**src/rtl/lfsr_scrambler_arbiter.sv**
```systemverilog
// Shares one PRBS7 (x^7+x^6+1) scrambler between two framed bit-serial requesters,
// arbitrating round-robin per frame and scrambling frame_len bits under valid/ready.
module lfsr_scrambler_arbiter #(
    parameter int LEN_W = 8
) (
    input  logic             clk,
    input  logic             reset,
    input  logic [1:0]       req,
    input  logic [6:0]       seed0,
    input  logic [6:0]       seed1,
    input  logic [LEN_W-1:0] frame_len,
    input  logic             in_valid,
    input  logic             in_bit,
    output logic             in_ready,
    output logic             out_valid,
    output logic             out_bit,
    output logic             out_last,
    input  logic             out_ready,
    output logic             out_ch,
    output logic [1:0]       grant,
    output logic             busy,
    output logic             done
);

    typedef enum logic [1:0] {
        IDLE,
        LOAD,
        RUN,
        DONE
    } state_t;

    state_t           state;
    logic [6:0]       s;
    logic [LEN_W-1:0] remaining;
    logic             last_ch;
    logic             sel;
    logic [6:0]       seed_sel;
    logic             accept;
    logic             out_xfer;

    // With both channels requesting, the one not served last wins.
    always_comb begin
        sel = req[1];
        if (req == 2'b11) begin
            sel = ~last_ch;
        end
    end

    assign seed_sel = out_ch ? seed1 : seed0;
    assign in_ready = (state == RUN) && (remaining != '0) && (!out_valid || out_ready);
    assign accept   = in_valid && in_ready;
    assign out_xfer = out_valid && out_ready;
    assign busy     = (state != IDLE);
    assign done     = (state == DONE);

    always_ff @(posedge clk) begin
        if (reset) begin
            state     <= IDLE;
            s         <= 7'h7F;
            remaining <= '0;
            last_ch   <= 1'b1;
            out_ch    <= 1'b0;
            grant     <= 2'b00;
            out_valid <= 1'b0;
            out_bit   <= 1'b0;
            out_last  <= 1'b0;
        end else begin
            case (state)
                IDLE: begin
                    if (req != 2'b00) begin
                        out_ch <= sel;
                        grant  <= sel ? 2'b10 : 2'b01;
                        state  <= LOAD;
                    end
                end
                LOAD: begin
                    // An all-zero seed would lock the LFSR, so it is replaced by all-ones.
                    s         <= (seed_sel == 7'h00) ? 7'h7F : seed_sel;
                    remaining <= frame_len;
                    state     <= (frame_len == '0) ? DONE : RUN;
                end
                RUN: begin
                    if (accept) begin
                        out_valid <= 1'b1;
                        out_bit   <= in_bit ^ s[6];
                        out_last  <= (remaining == LEN_W'(1));
                        remaining <= remaining - LEN_W'(1);
                        s         <= {s[5:0], s[6] ^ s[5]};
                    end else if (out_xfer) begin
                        out_valid <= 1'b0;
                        out_last  <= 1'b0;
                    end
                    if (out_xfer && out_last) begin
                        state <= DONE;
                    end
                end
                DONE: begin
                    last_ch <= out_ch;
                    grant   <= 2'b00;
                    state   <= IDLE;
                end
                default: state <= IDLE;
            endcase
        end
    end

endmodule

```
**config.mk**
```make
export PLATFORM = sky130hd
export DESIGN_NAME = lfsr_scrambler_arbiter
export DESIGN_NICKNAME = d
export VERILOG_FILES = /design/src/rtl/lfsr_scrambler_arbiter.sv
export SDC_FILE = /design/constraint.sdc
export NUM_CORES = 1
export LEC_CHECK = 0
export ABC_AREA = 1
export ABC_CLOCK_PERIOD_IN_PS = 2100
export BUFFER_PORTS_ARGS = -buffer_cell sky130_fd_sc_hd__buf_2
export CAP_MARGIN = 5
export CORE_MARGIN = 5
export CORE_UTILIZATION = 30
export CTS_CLUSTER_SIZE = 16
export DETAILED_ROUTE_END_ITERATION = 7
export GPL_TIMING_DRIVEN = 0
export HOLD_SLACK_MARGIN = 0.03
export PLACE_DENSITY_LB_ADDON = 0.12
export SYNTH_ARGS = -nofsm -noshare
export SYNTH_HDL_FRONTEND = slang
export SYNTH_SLANG_ARGS = --single-unit
```
**constraint.sdc**
```tcl
create_clock -name clk -period 2.1 [get_ports clk]
set_input_delay 0.21 -clock clk [delete_from_list [all_inputs] [get_ports clk]]
set_output_delay 0.21 -clock clk [all_outputs]
set_load 0.005 [all_outputs]
```
==> impl_metrics.tcl <==
set metrics [dict create \
    core_mm2 0.00544 \
    worstPathMaxFanout 10 \
    clock_latency_ps 270 \
    cts_setup_buffers 0 \
    drt-wirelength-per-cell_um 10.9 \
    ys_seq_elements 24 \
    antenna_found_initial 0 \
    cpMaxStageDelayCell "dfxtp_1" \
    io_pins 38 \
    grt_max_degree 15 \
    post-route-min-period_ps 1850 \
    clock_tree.buffer_depth 2 \
    gr-total-overflow 0 \
    cp_data_required_time_ps 1890 \
    finalMaxSlewViolations 0 \
    cts-resized-gates 0 \
    antenna_cells 0 \
    rsz0062_at_grt "no" \
    min_period_over_period_pct 88.2 \
    grt_pass1_wl_um 6980 \
    outcome "complete, no violations" \
    drt_drc_violations_left 0 \
    initialDrtViolationCount 43 \
    p_total_mw 2.69 \
    drt_wl_total_um 4140 \
    cts-hold-fix-buffers 0 \
    cpPeakStageDelay_ps 380 \
    synth_seq_area_share_pct 28.9 \
    avgViaCountPerCell 4.27 \
    ant_nets 0 \
    numCtsBuffers 3 \
    cts_tree "yes" \
    yosysWarnings 0 \
    crit_top_cell "buf_2" \
    grt_pass1_vias 1503 \
    setup_violations 0 \
    root_buffer "clkbuf_8" \
    dieArea_mm2 0.00713 \
    setup_ws_ps 247 \
    fmax_ghz 0.540 \
    synthCells 267 \
    drv_cap 0 \
    drt_pre_antenna_iters 4 \
    io_buffers 36 \
    syn2layout_area_growth_pct 20.5 \
    dieHeight_um 84.5 \
    ir_worst_vdd_mv 0.350 \
    ys_types 32 \
    worst_pin_slew_ps 498 \
    htreeDepth 1 \
    hold_path_class "in2reg" \
    final_layout_size_suffix_gt1_share_pct 24.1 \
    track_usage_pct 12.1 \
    leakage_nw 1.06 \
    fin_nets 344 \
    clkSinkCount 24 \
    crit_buf_inv 5 \
    finalHoldViolCount 0 \
    powerDensity_mw_per_mm2 1340 \
    start_util_pct 30.6 \
    end_kind "output pin" \
    tns_ps 0 \
    pre_cts_ws_ps 371 \
    relSlewSlack_pct 66.8 \
    critPathLaunchType "flop" \
    synth.avg_cell_area_um2 6.23 \
    fin_skew_ps 12.1 \
    cp.arrival_ps 1640 \
    critPathTopFamily "buffers and inverters" \
    crit_chain "inv_1 -> ha_1 -> buf_4 -> inv_2 -> buf_2 -> nor3_1 -> buf_2" \
    syn_area_mm2 0.00166 \
    clkSlewWorstSetupHoldPaths_ps 100 \
    via_count 1620 \
    hold_slack_ps 244 \
    synthesis.nets 303 \
    critPathKind "reg2out" \
    dieWidth_um 84.5 \
    rows 27 \
    dp_hpwl_um 3300 \
    gp_congestion 0.762 \
]
report_power, final:
group	switching (mW)	internal [mW]	leakage, nW
Sequential	0.112	0.641	0.197
Combinational	0.953	0.573	0.825
Clock	0.158	0.255	0.0357
Total	1.22	1.47	1.06
area by class of cell:
cell class | count | area [um2]
Fill cell | 617 | 3430
Multi-Input combinational cell | 187 | 941
Clock buffer | 3 | 41.3
Inverter | 47 | 176
Buffer | 9 | 65.1
Timing Repair Buffer | 36 | 180
Clock inverter | 1 | 30.0
Sequential cell | 24 | 480
Tap cell | 72 | 90.1
logic make-up after synthesis:
kind of cell             after synthesis  synth area share [%]
flip-flops                            24                  28.9
adder cells (fa/ha/maj)                7                  5.27
multiplexers                           1                 0.602
AO/OA/AOI/OAI                         43                  14.1
buffers and inverters                 56                  14.5
AND/OR/NAND/NOR                      135                  36.1
XOR/XNOR                               1                 0.527
final timing paths:
path	start	to	slack [ps]	depth (start not counted)
max reg2reg	state[0]	remaining[4]	380	11
max	state[0]	in_ready	250	7
min	frame_len[7]	state[0]	240	4
min reg2reg	out_bit	out_bit	450	2
stage by stage:
step	util (%)	std cells	cell area [um2]
after floorplan	-	267	1660
after global placement	35.5	375	1930
after detailed placement	35.5	375	1930
after CTS	36.9	379	2000
after global routing	36.9	379	2000
final	36.9	379	2000
sequential cells by signal, summed over array words and instances, names as in the netlist:
signal and cells:
grant 2, last_ch 1, out_bit 1, out_ch 1, out_last 1, out_valid 1, remaining 8, s 7
state 2
cell usage after synthesis (all sizes together):
master,count,share of area (%)
a21oi,12,3.8
nand3,22,7.7
nor4,1,0.38
clkbuf,1,0.23
nor3,4,1.5
or2,1,0.38
a31oi,1,0.38
xor2,1,0.53
mux2i,1,0.60
clkinv,1,0.23
dfxtp,24,29
nand2,75,18
buf,8,3.7
ha,7,5.3
o21ai,29,9.4
o211ai,1,0.45
inv,46,10
nand3b,1,0.45
nor2,31,7.9
tightest hold or removal path, stage by stage:
cell,delay [ps]
buf_2,90
nor4_1,50
nand2_1,60
a31oi_1,70
layout by cell type, fill, tap and decap left out, drive strengths merged, types with 4 or more instances in the layout:
| cell type | netlist | routed |
|---|---|---|
| a21oi | 12 | 12 |
| buf | 8 | 44 |
| clkbuf | 1 | 4 |
| dfxtp | 24 | 24 |
| ha | 7 | 7 |
| inv | 46 | 46 |
| nand2 | 75 | 75 |
| nand3 | 22 | 22 |
| nor2 | 31 | 31 |
| nor3 | 4 | 4 |
| o21ai | 29 | 29 |
per-layer routing:
| metal | track usage (%) | wire length, um | vias up |
|---|---|---|---|
| met2 | 21.3 | 1960 | 29 |
| met4 | 3.45 | 26 | 0 |
| li1 | - | - | 908 |
| met3 | 1.96 | 154 | 2 |
| met5 | 0 | 0 | - |
| met1 | 15.2 | 2010 | 681 |
Note: power is estimated with default switching activity, not from simulation.
